## src/rtl/fp_div_issuer.sv

```systemverilog
// fp_div_issuer: credit-based initiator front end for the FP divider.
// Optional oErr output enabled by defining FP_DIV_ISSUER_ERRCHK_EN.
//
// Ports:
//   clk, resetn (sync, active-high: 1 = reset)
//   iReqValid/oReqReady/iReqA/iReqB/iReqMask : request handshake
//   iFlush                                   : discard pending work
//   oDivValid/oDivA/oDivB/oDivMask           : to divider iValid/iA/iB/iMask
//   iDivDone/iDivZ                           : from divider oDone/oZ
//   oRspValid/iRspReady/oRspZ/oRspTag        : response handshake
//   oBusy                                    : work outstanding/buffered/draining
//   oErr (optional)                          : sticky protocol error
module fp_div_issuer #(
    parameter int DEPTH = 8,
    parameter int TAG_W = 4
) (
    input  logic             clk,
    input  logic             resetn,
    input  logic             iReqValid,
    output logic             oReqReady,
    input  logic [31:0]      iReqA,
    input  logic [31:0]      iReqB,
    input  logic [3:0]       iReqMask,
    input  logic             iFlush,
    output logic             oDivValid,
    output logic [31:0]      oDivA,
    output logic [31:0]      oDivB,
    output logic [3:0]       oDivMask,
    input  logic             iDivDone,
    input  logic [31:0]      iDivZ,
    output logic             oRspValid,
    input  logic             iRspReady,
    output logic [31:0]      oRspZ,
    output logic [TAG_W-1:0] oRspTag,
    output logic             oBusy
`ifdef FP_DIV_ISSUER_ERRCHK_EN
    ,
    output logic             oErr
`endif
);

    localparam int AW = $clog2(DEPTH);
    localparam int CW = AW + 1;
    localparam logic [CW-1:0] DEPTH_C = DEPTH[CW-1:0];
    localparam logic [CW:0]   DEPTH_W = DEPTH[CW:0];

    localparam logic [0:0] RUN   = 1'b0;
    localparam logic [0:0] DRAIN = 1'b1;

    logic [0:0]       state_q, state_d;
    logic [CW-1:0]    out_q, out_d;
    logic [CW-1:0]    cnt_q, cnt_d;
    logic [AW-1:0]    wr_q, wr_d;
    logic [AW-1:0]    rd_q, rd_d;
    logic [TAG_W-1:0] itag_q, itag_d;
    logic [TAG_W-1:0] rtag;
    logic             busy_q, busy_d;

    logic             div_v_q;
    logic [31:0]      div_a_q, div_b_q;
    logic [3:0]       div_m_q;

    logic [31:0]      mem_z_q [DEPTH];
    logic [TAG_W-1:0] mem_t_q [DEPTH];

    logic             accept, done_ok, flush_go;
    logic             push, pop, full, rsp_v;
    logic [CW:0]      credit;

    assign credit    = {1'b0, out_q} + {1'b0, cnt_q};
    assign oReqReady = (state_q == RUN) && (credit < DEPTH_W);

    assign rsp_v    = (cnt_q != '0);
    assign full     = (cnt_q == DEPTH_C);
    assign accept   = iReqValid && oReqReady;
    assign done_ok  = iDivDone && (out_q != '0);
    assign flush_go = (state_q == RUN) && iFlush;
    assign push     = done_ok && (state_q == RUN) && !flush_go && !full;
    assign pop      = rsp_v && iRspReady;

    // Results return in order, so the retiring op was accepted
    // out_q accepts before the next issue tag.
    assign rtag = itag_q - TAG_W'(out_q);

    always_comb begin
        out_d = out_q;
        if (accept && !done_ok)
            out_d = out_q + CW'(1);
        else if (!accept && done_ok)
            out_d = out_q - CW'(1);

        itag_d = itag_q;
        if (accept)
            itag_d = itag_q + TAG_W'(1);

        wr_d  = wr_q;
        rd_d  = rd_q;
        cnt_d = cnt_q;
        if (flush_go) begin
            wr_d  = '0;
            rd_d  = '0;
            cnt_d = '0;
        end else begin
            if (push)
                wr_d = wr_q + AW'(1);
            if (pop)
                rd_d = rd_q + AW'(1);
            if (push && !pop)
                cnt_d = cnt_q + CW'(1);
            else if (!push && pop)
                cnt_d = cnt_q - CW'(1);
        end

        state_d = state_q;
        unique case (state_q)
            RUN:     if (iFlush) state_d = DRAIN;
            DRAIN:   if (out_d == '0) state_d = RUN;
            default: state_d = RUN;
        endcase

        busy_d = (out_d != '0) || (cnt_d != '0) || (state_d == DRAIN);
    end

    always_ff @(posedge clk) begin
        if (resetn) begin
            state_q <= RUN;
            out_q   <= '0;
            cnt_q   <= '0;
            wr_q    <= '0;
            rd_q    <= '0;
            itag_q  <= '0;
            busy_q  <= 1'b0;
            div_v_q <= 1'b0;
            div_a_q <= '0;
            div_b_q <= '0;
            div_m_q <= '0;
        end else begin
            state_q <= state_d;
            out_q   <= out_d;
            cnt_q   <= cnt_d;
            wr_q    <= wr_d;
            rd_q    <= rd_d;
            itag_q  <= itag_d;
            busy_q  <= busy_d;
            div_v_q <= accept;
            div_a_q <= accept ? iReqA : '0;
            div_b_q <= accept ? iReqB : '0;
            div_m_q <= accept ? iReqMask : '0;
        end
    end

    always_ff @(posedge clk) begin
        if (push) begin
            mem_z_q[wr_q] <= iDivZ;
            mem_t_q[wr_q] <= rtag;
        end
    end

    assign oDivValid = div_v_q;
    assign oDivA     = div_a_q;
    assign oDivB     = div_b_q;
    assign oDivMask  = div_m_q;
    assign oRspValid = rsp_v;
    assign oRspZ     = rsp_v ? mem_z_q[rd_q] : '0;
    assign oRspTag   = rsp_v ? mem_t_q[rd_q] : '0;
    assign oBusy     = busy_q;

`ifdef FP_DIV_ISSUER_ERRCHK_EN
    logic err_q, err_d;

    // Stray completion, or a push that would overrun a full FIFO.
    assign err_d = err_q
                 | (iDivDone && (out_q == '0))
                 | (done_ok && (state_q == RUN) && !flush_go && full);

    always_ff @(posedge clk) begin
        if (resetn)
            err_q <= 1'b0;
        else
            err_q <= err_d;
    end

    assign oErr = err_q;
`endif

endmodule

```

## config.mk

```make
export PLATFORM = sky130hd
export DESIGN_NAME = fp_div_issuer
export DESIGN_NICKNAME = d
export VERILOG_FILES = /design/src/rtl/fp_div_issuer.sv
export SDC_FILE = /design/constraint.sdc
export NUM_CORES = 1
export LEC_CHECK = 0
export ABC_CLOCK_PERIOD_IN_PS = 6300
export BUFFER_PORTS_ARGS = -buffer_cell sky130_fd_sc_hd__buf_2
export CAP_MARGIN = 40
export CORE_ASPECT_RATIO = 1.1
export CORE_MARGIN = 4
export CORE_UTILIZATION = 56
export CTS_CLUSTER_SIZE = 24
export DETAILED_ROUTE_END_ITERATION = 12
export PLACE_DENSITY_LB_ADDON = 0.3
export SETUP_SLACK_MARGIN = 0.2
export SYNTH_ARGS = -nofsm -noshare
export SYNTH_HDL_FRONTEND = slang
export SYNTH_SLANG_ARGS = --single-unit
```

## constraint.sdc

```tcl
create_clock -name clk -period 6.3 [get_ports clk]
set_input_delay 0.945 -clock clk [delete_from_list [all_inputs] [get_ports clk]]
set_output_delay 0.945 -clock clk [all_outputs]
set_load 0.02 [all_outputs]
```

# After elaboration in Yosys (flattened, before gate mapping)
# Memories as Yosys holds them, arrays and structs flattened. A register that Yosys moved wholly into a read port is not among the register bits.
# Index checks and enable logic that the tools add are counted.
# op_classes
n_div	0
magnitude_cmp	1
n_reduce_logical	27
bitwise_logic	2
shifts	0
eq_ne	1
add_sub_neg	9
muxes	16
n_mul	0
# ops
op	n
$mux W32	1
$mux W4	6
$reduce_bool A4 Y1	4
$add A4 B1 Y4 const B	3
$logic_and A1 B1 Y1	12
$mux W3	4
$sub A4 B1 Y4 const B	2
$add A3 B1 Y3 const B	2
$logic_not A1 Y1	6
$add A4 B4 Y5	1
$lt A5 B4 Y1 const B	1
$eq A4 B4 Y1 const B	1
$logic_not A4 Y1	1
$mux W1	4
$reduce_or A2 Y1	2
$sub A4 B4 Y4	1
$logic_or A1 B1 Y1	2
$not A1 Y1	2
$pmux W1 S2	1
# totals
latch_bits	0
mem_count	2
mem_bits_rw	288
mem_bits_ro	0
regBits	89
# mem_list
name	words	word_bits	rd	rd_clocked_by_memory_dff	write_ports	line_no	text
mem_z_q	8	32	1	1	1	63	logic [31:0] mem_z_q [DEPTH];
mem_t_q	8	4	1	1	1	64	logic [TAG_W-1:0] mem_t_q [DEPTH];

# Logic depth before layout (Yosys ltp)
# Gate-level depths: netlist of run 1.
# logic_depth
word_depth	13
mapped_depth	9
mapped_depth_nobuf	8

# Worst setup path before layout of run 1
# Ideal clock, no wire load.
# synth_path
path_kind	in2reg
startpoint	input iFlush
endpoint	memory mem_t_q[4][0], enable pin
setup_slack_ns	1.581
required_time_ns	5.826
cell_stages	5
arrival_time_ns	4.245
path_cell_list	nor2_1 > nand4_2 > buf_6 > or2_2 > nor3_1
# synth_between
elab_chain_cells	6
# synth_lines
item	line_no	text
start: declaration	24	input logic iFlush,
$logic_and A1 B1 Y1	77	assign flush_go = (state_q == RUN) && iFlush;
$logic_not A1 Y1	78	assign push = done_ok && (state_q == RUN) && !flush_go && !full;
$logic_and A1 B1 Y1 (2 in series)	78	
$mux W1	153	if (push) begin
$mux W1 (not written as such)	155	mem_t_q[wr_q] <= rtag;
end: declaration	64	
# No other way between the ends.

==> impl_metrics.ini, run 1 <==
[status]
status = finished, final reports clean

[timing]
maxSlewHeadroom = 0.469
finClkSkew_ns = 0.0121
drv_slew = 0
setup_ws_ns = 2.26
final-hold-violation-count = 0
setup-tns-final_ns = 0
tightest_slew_ns = 0.792
rsz0062_at_grt = false
fmax_mhz = 248
layout_min_cycle_time_ns = 4.04
period_share = 0.641
setup_viol = 0

[critical_path]
path_class = flip-flop to output port
worstSetupStartpointType = flip-flop
r2r-start = out_q[1]
critPathMaxFanout = 39
crit_path_end_kind = output port
regToRegEndpoint = mem_z_q[0][26]
rr_worst_depth = 7
required_ns = 5.35
reg2reg_slack_ns = 2.70
crit_arrival_ns = 3.09
worstSetupEndpoint = oRspZ[10]

[cts]
h-tree-depth = 2
path_clk_slew_ns = 0.06
cts_tree = built
cts_buffers = 37
root_buffer = clkbuf_16
clk_latency_ns = 0.51
clockBufferDepth = 3
cts_resized = 0
hold_buffers = 0
post-cts-setup-buffer-count = 0
cts.sinks = 380

[drt]
vias_per_cell = 5.51
dr.first_iter.drc_count = 500
vias = 7423
antenna_left = 0
post-route-drc-count = 0
drt_wl_total_mm = 28.0
wl_per_cell_um = 20.8
first_pass_iters = 4

[floorplan]
io_pins = 214
dieArea_mm2 = 0.0280
fp.dieW_um = 160
rows = 60
core_area_mm2 = 0.0248
die_h_um = 175
start_util = 0.575

[yosys]
synthesis.area_mm2 = 0.0142
synth-seq-cells = 380
synth-edff-count = 288
netlist_top_cells_area = edfxtp_1 61%, dfxtp_1 13%, mux4_2 11%, and2_1 3.1%, mux2i_1 2.8%
synth_simple_gate_area_share = 0.0658
syn_nets = 900
synth_compound_area_frac = 0.0145
syn_inst = 780
ys_warn_count = 0
synth_fa_ha_area_frac = 0.0150
synth_top_area_cell = edfxtp_1
post-synth-top-count-cell = edfxtp_1
synth-main-ff-cell = edfxtp_1
synth_top_family_by_area = multiplexers
synth.distinct_cells = 50
muxShareOfSynthArea = 0.142
syn_avg_cell_area_um2 = 18.3
synth_top_area_frac = 0.607
synth_common_cells = 288 x edfxtp_1, 92 x dfxtp_1, 72 x mux4_2
yosysSeqAreaShare = 0.737
postSynth.asyncResetShare = 0
synth-xor-area-share = 0.00984

[global_route]
grt_pass1_wl_mm = 44.1
first_global_vias = 7854
gr-total-overflow = 0
grt_max_degree = 70
antenna_found_initial = 3
grt_usage = 0.202

[placement]
numPortBuffers = 213
place_area_mm2 = 0.0157
gp_congestion = 0.809
dp_hpwl_mm = 17.2
pre_cts_slack_ns = 2.61

[layout]
final_layout_size_suffix_gt1_frac = 0.362
final_core_util = 0.684
fillCellCount = 1610
postLayoutCellArea_mm2 = 0.0170
area_delta_synth_final_pct = 19.1
nets = 1128

[power_and_ir_drop]
p_leak_nw = 6.12
power.density_mw_per_mm2 = 376
ir_worst_vdd_mv = 0.220

[run]
maxCapViolCount = 0

[hold_path]
hold_class = flip-flop to flip-flop
## power breakdown
| group | total (W) | internal, W | switching (W) |
|---|---|---|---|
| logic | 0.00121 | 0.000488 | 0.000720 |
| registers | 0.00295 | 0.00285 | 0.000101 |
| clock network | 0.00222 | 0.00134 | 0.000880 |
## logic make-up after synthesis
kind of cell	Yosys count
buf+inv	54
fa+ha+maj	17
compound gates	27
xor+xnor	16
flops	380
simple gates	174
mux	112
## metrics by stage
step / hold WS (ns) / std cells / power [W]
3_3_place_gp: 0.456 / 1278 / 0.00420
2_1_floorplan: 0.454 / 780 / 0.00383
3_5_place_dp: 0.469 / 1279 / 0.00422
6_report: 0.473 / 1346 / 0.00638
5_1_grt: 0.497 / 1346 / 0.00668
4_1_cts: 0.477 / 1345 / 0.00645
## worst min-delay path by stage
stage,startpoint,end,slack [ns],depth (start not counted)
5_1_grt,rd_q[1],flip-flop,0.50,2
2_1_floorplan,rd_q[1],flip-flop,0.45,2
3_5_place_dp,rd_q[1],flip-flop,0.47,2
6_report,rd_q[1],flip-flop,0.47,2
3_3_place_gp,rd_q[1],flip-flop,0.46,2
4_1_cts,rd_q[1],flip-flop,0.48,2
## flip-flops by register name (all words and copies together), names as in the netlist, named ones only
name and cells:
oDivMask 4, wr_q 3, oDivB 32, mem_z_q 256, state_q 1, out_q 4, oBusy 1, cnt_q 4
mem_t_q 32, rd_q 3, oDivA 32, oDivValid 1, itag_q 4
## cells in the final DEF, fill, tap and decap left out, types with 2 or more instances in the layout
cell type	synthesis	final
o211ai_1	3	3
a21oi_1	5	5
clkinv_2	0	3
nand4b_1	2	2
inv_1	16	17
a41oi_1	2	2
edfxtp_1	288	288
xor2_1	5	5
nand2_1	12	12
maj3_1	2	2
mux4_2	72	72
clkinv_1	0	4
nand3b_1	2	2
nor3_1	4	2
nor2_1	62	56
dfxtp_2	0	2
buf_2	14	213
nand4_1	2	2
buf_4	0	13
mux2i_1	40	40
clkbuf_8	0	3
clkbuf_1	18	7
nor2_4	0	6
clkbuf_16	0	41
nor3_2	0	2
ha_1	13	13
bufinv_16	0	3
nand2b_1	3	3
a211oi_1	5	5
nand3_1	2	2
or2_2	3	3
and2_1	70	70
xnor2_1	11	11
dfxtp_1	92	89
o21ai_0	3	3
## layout make-up
class	count	area (um2)	area share
inverter	16	60.1	0.00354
clock inverter	14	146	0.00863
sequential	380	10500	0.619
tap	310	388	0.0229
timing repair buffer	227	1180	0.0698
multi-input combinational	346	3580	0.211
antenna	1	2.50	0.000148
clock buffer	52	1100	0.0648
## critical path, stage by stage, from the launching register on
cell and delay, ns:
dfxtp_4 0.86, buf_4 0.67, mux4_2 0.60, mux2i_1 0.17, nor2_1 0.07, buf_2 0.19
## metal layers
layer | vias to the layer above | part of all wire | global-route usage | routed length [um]
met5 | - | 0.00064 | 0 | 18
met4 | 4 | 0.023 | 0.0617 | 633
met3 | 45 | 0.080 | 0.0462 | 2240
met2 | 314 | 0.50 | 0.341 | 14100
met1 | 3627 | 0.39 | 0.264 | 11000
li1 | 3433 | - | - | -
(Power assumes the default switching activity.)
==> run 2, diff against run 1 <==
- ABC_CLOCK_PERIOD_IN_PS: 6300 -> 4200
- clock period: 6.3 -> 4.2 ns (I/O delays scaled with it)
==> run 2 against run 1 <==
First-iteration DRC count shrank 4.6%; setup slack lost 1.3 ns; clock skew grew 0.0028 ns; largest cell class unchanged; utilization shrank 0.40 points; sequential share of layout area grew 0.37 points; worst hold slack lost 0.16 ns; global-route usage is essentially flat; sequential cell count is the same; critical endpoint is now oRspZ[24]; sequential power grew 49%; total power grew 44%; highest routed layer is now met4; cell area shrank 0.59%; routed wire length shrank 0.91%.
==> impl_metrics.ini, run 2 (synthesis gave the netlist of run 1 again) <==
[timing]
period_share = 0.777
finClkSkew_ns = 0.0149
drv_slew = 0
rsz0062_at_grt = false
final-hold-violation-count = 0
tightest_slew_ns = 0.757
maxSlewHeadroom = 0.495
setup_viol = 0
fmax_mhz = 306
setup-tns-final_ns = 0
layout_min_cycle_time_ns = 3.26

[critical_path]
crit_arrival_ns = 2.63
critPathMaxFanout = 23
crit_path_end_kind = output port
reg2reg_slack_ns = 1.11
worstSetupStartpointType = flip-flop
path_class = flip-flop to output port
required_ns = 3.57

[drt]
post-route-drc-count = 0
vias_per_cell = 5.51
vias = 7419
dr.first_iter.drc_count = 477
antenna_left = 0
first_pass_iters = 4
wl_per_cell_um = 20.6
drt_wl_total_mm = 27.7

[placement]
numPortBuffers = 213
gp_congestion = 0.804
dp_hpwl_mm = 17.2

[cts]
root_buffer = clkbuf_16
cts.sinks = 380
cts_tree = built
clk_latency_ns = 0.51
cts_buffers = 37
cts_resized = 0
h-tree-depth = 2
post-cts-setup-buffer-count = 0
path_clk_slew_ns = 0.06
clockBufferDepth = 3
hold_buffers = 0

[layout]
final_layout_size_suffix_gt1_frac = 0.356
layout_common_cells = 288 x edfxtp_1, 213 x buf_2, 89 x dfxtp_1
nets = 1131
final_common_cell = edfxtp_1
largest_reg_flops = 256
area_delta_synth_final_pct = 18.4
diodes = 0
final_core_util = 0.680
top_register = mem_z_q

[status]
status = finished, final reports clean

[run]
maxCapViolCount = 0

[global_route]
grt_usage = 0.202
grt_pass1_wl_mm = 43.9
antenna_found_initial = 0
grt_max_degree = 70
first_global_vias = 7959
gr-total-overflow = 0

[floorplan]
die_h_um = 175
fp.dieW_um = 160
core_area_mm2 = 0.0248
start_util = 0.575
dieArea_mm2 = 0.0280
io_pins = 214
rows = 60

[hold_path]
hold_class = input pin to flip-flop

[power_and_ir_drop]
power.density_mw_per_mm2 = 545
ir_worst_vdd_mv = 0.361
p_leak_nw = 6.05
==> run 2: changes by cell type in the layout (fill, tap and decap cells not counted), sizes merged <==
cell | before | now
clkinv | 7 | 10
bufinv | 3 | 0
diode | 1 | 0
inv | 19 | 18
buf | 227 | 230
clkbuf | 52 | 51
==> run 2: path summary, 6_finish.rpt <==
check	start	endpoint	depth (start not counted)
worst max-delay path	flip-flop	oRspZ[24]	5
worst min register to register	rd_q[1]	flip-flop	2
worst min-delay path	iReqB[24]	oDivB[24]	2
worst max register to register	out_q[0]	mem_z_q[6][2]	7
==> run 2: per-layer routing <==
metal	up-vias	wire length (um)	share of wire	GRT usage
li1	3435	-	-	-
met1	3692	11000	0.40	0.256
met2	257	14200	0.51	0.351
met3	35	2070	0.075	0.0531
met4	0	467	0.017	0.0484
met5	-	0	0	0
==> run 2: critical path: stages, from the launching register on <==
cell and delay (ns):
dfxtp_4 0.66, buf_4 0.35, mux4_2 0.55, mux2i_1 0.31, nor2_1 0.07, buf_2 0.18
==> run 2: final cells by class <==
cell class,count,area (um2)
Clock buffer,51,1000
Multi-Input combinational cell,346,3590
Inverter,16,60.1
Tap cell,310,388
Sequential cell,380,10500
Fill cell,1664,7920
Timing Repair Buffer,230,1250
Clock inverter,13,66.3
==> run 2: report_power, final <==
group          switching, W  leakage [nW]  total [W]  internal, W
Combinational       0.00110          2.18    0.00185     0.000747
Sequential         0.000128          3.35    0.00440      0.00427
Clock               0.00128         0.519    0.00295      0.00167
Total               0.00251          6.05    0.00919      0.00668
==> run 2: per-stage QoR <==
step / instance area [um2] / hold WS, ns / std cells / total power, W / worst slack [ns]
6_report: 16900 / 0.313 / 1346 / 0.00919 / 0.936
5_1_grt: 16900 / 0.305 / 1346 / 0.00964 / 0.785
4_1_cts: 16900 / 0.299 / 1346 / 0.00929 / 0.889
3_5_place_dp: 15800 / 0.472 / 1282 / 0.00635 / 1.11
3_3_place_gp: 15800 / 0.460 / 1281 / 0.00631 / 1.16
2_1_floorplan: 14200 / 0.454 / 780 / 0.00575 / 0.587
==> run 3, diff against run 2 <==
- ABC_CLOCK_PERIOD_IN_PS: 4200 -> 3250
- clock period: 4.2 -> 3.25 ns (I/O delays scaled with it)
==> run 3 against run 2 <==
Clock skew grew 0.0051 ns; sequential power grew 29%; sequential cell count is the same; critical path depth is the same; first-iteration DRC count grew 17%; routed wire length grew 5.5%; critical path type unchanged.
==> impl_metrics.ini, run 3 (synthesis gave the netlist of run 1 again) <==
[timing]
final-hold-violation-count = 0
fmax_mhz = 347
finClkSkew_ns = 0.0199
rsz0062_at_grt = false
maxSlewHeadroom = 0.554
setup_viol = 0
period_share = 0.887
setup-tns-final_ns = 0
layout_min_cycle_time_ns = 2.88
tightest_slew_ns = 0.667
hold_ws_ns = 0.167
drv_slew = 0

[drt]
dr.first_iter.drc_count = 559
first_pass_iters = 4
vias_per_cell = 5.57
vias = 7611
drt_wl_total_mm = 29.3
wl_per_cell_um = 21.4
antenna_left = 0
post-route-drc-count = 0

[layout]
nets = 1149
diodes = 0
area_delta_synth_final_pct = 20.5
final_core_util = 0.693
final_layout_size_suffix_gt1_frac = 0.377
layout_common_cells = 288 x edfxtp_1, 213 x buf_2, 89 x dfxtp_1
final_cells = 1367
largest_reg_flops = 256
top_register = mem_z_q
final_common_cell = edfxtp_1

[global_route]
antenna_found_initial = 1
gr-total-overflow = 0
grt_usage = 0.210
first_global_vias = 8077
grt_pass1_wl_mm = 45.9
grt_max_degree = 70

[hold_path]
hold_depth = 2
holdPathEnd = oDivA[11]
hp-start = iReqA[11]
hold_class = input pin to flip-flop

[critical_path]
crit_arrival_ns = 2.40
worstSetupStartpointType = flip-flop
r2r-start = out_q[1]
path_class = flip-flop to output port
required_ns = 2.76
reg2reg_slack_ns = 0.64
rr_worst_depth = 7
crit_path_end_kind = output port
critPathMaxFanout = 22
regToRegEndpoint = mem_z_q[6][10]

[floorplan]
core_area_mm2 = 0.0248
die_h_um = 175
io_pins = 214
fp.dieW_um = 160
dieArea_mm2 = 0.0280
rows = 60
start_util = 0.575

[cts]
root_buffer = clkbuf_16
cts.sinks = 380
clockBufferDepth = 3
cts_tree = built
cts_buffers = 38
clk_latency_ns = 0.52
path_clk_slew_ns = 0.06
h-tree-depth = 2

[power_and_ir_drop]
ir_worst_vdd_mv = 0.561
p_leak_nw = 6.22
p_total_w = 0.0124
power.density_mw_per_mm2 = 722

[placement]
numPortBuffers = 213
gp_congestion = 0.828
dpl.cell_count = 1289
dp_hpwl_mm = 18.3

[run]
maxCapViolCount = 0

[status]
status = finished, final reports clean
==> run 3: final cells by class <==
class,instances,area [um2]
Clock inverter,19,180
Fill cell,1617,7610
Inverter,16,60.1
Tap cell,310,388
Timing Repair Buffer,247,1410
Sequential cell,380,10500
Multi-Input combinational cell,346,3590
Clock buffer,49,1030
==> run 3: power by group <==
group / switching, W / total, W / internal (W)
registers: 0.000146 / 0.00566 / 0.00552
logic: 0.00147 / 0.00250 / 0.00103
clock network: 0.00172 / 0.00422 / 0.00249
==> run 3: metrics by stage <==
step	setup WS, ns	area [um2]
2_1_floorplan	-0.363	14200
3_3_place_gp	0.692	15900
3_5_place_dp	0.624	15900
4_1_cts	0.254	17100
5_1_grt	0.262	17200
6_report	0.366	17200
==> run 3: metal layers <==
metal  GRT usage  share of wire  vias up
li1            -              -     3471
met1       0.272           0.39     3767
met2       0.358           0.51      322
met3      0.0512          0.079       51
met4      0.0595          0.023        0
met5           0              0        -
==> run 3: worst max-delay path by stage <==
stage | startpoint | end | depth (start not counted)
floorplan | out_q[1] | mem_t_q[7][0] | 7
global placement | out_q[1] | mem_z_q[6][21] | 7
detailed placement | out_q[1] | mem_z_q[6][19] | 7
CTS | flip-flop | oRspZ[26] | 5
global route | flip-flop | oRspTag[1] | 5
finish | flip-flop | oRspZ[9] | 5
==> run 3: worst max-delay path, cell delays in order (launching register included) <==
cell and delay, ns:
dfxtp_2 0.58, buf_4 0.40, mux4_2 0.36, mux2i_1 0.28, nor2_1 0.08, buf_2 0.17
==> run 3: what timing repair did <==
item | in CTS | in global routing
endpoints found under the hold margin | 0 | 0
resized for setup | 0 | 1
setup endpoints to repair | 0 | 5
buffers inserted | 0 | 10
hold buffers | 0 | 0
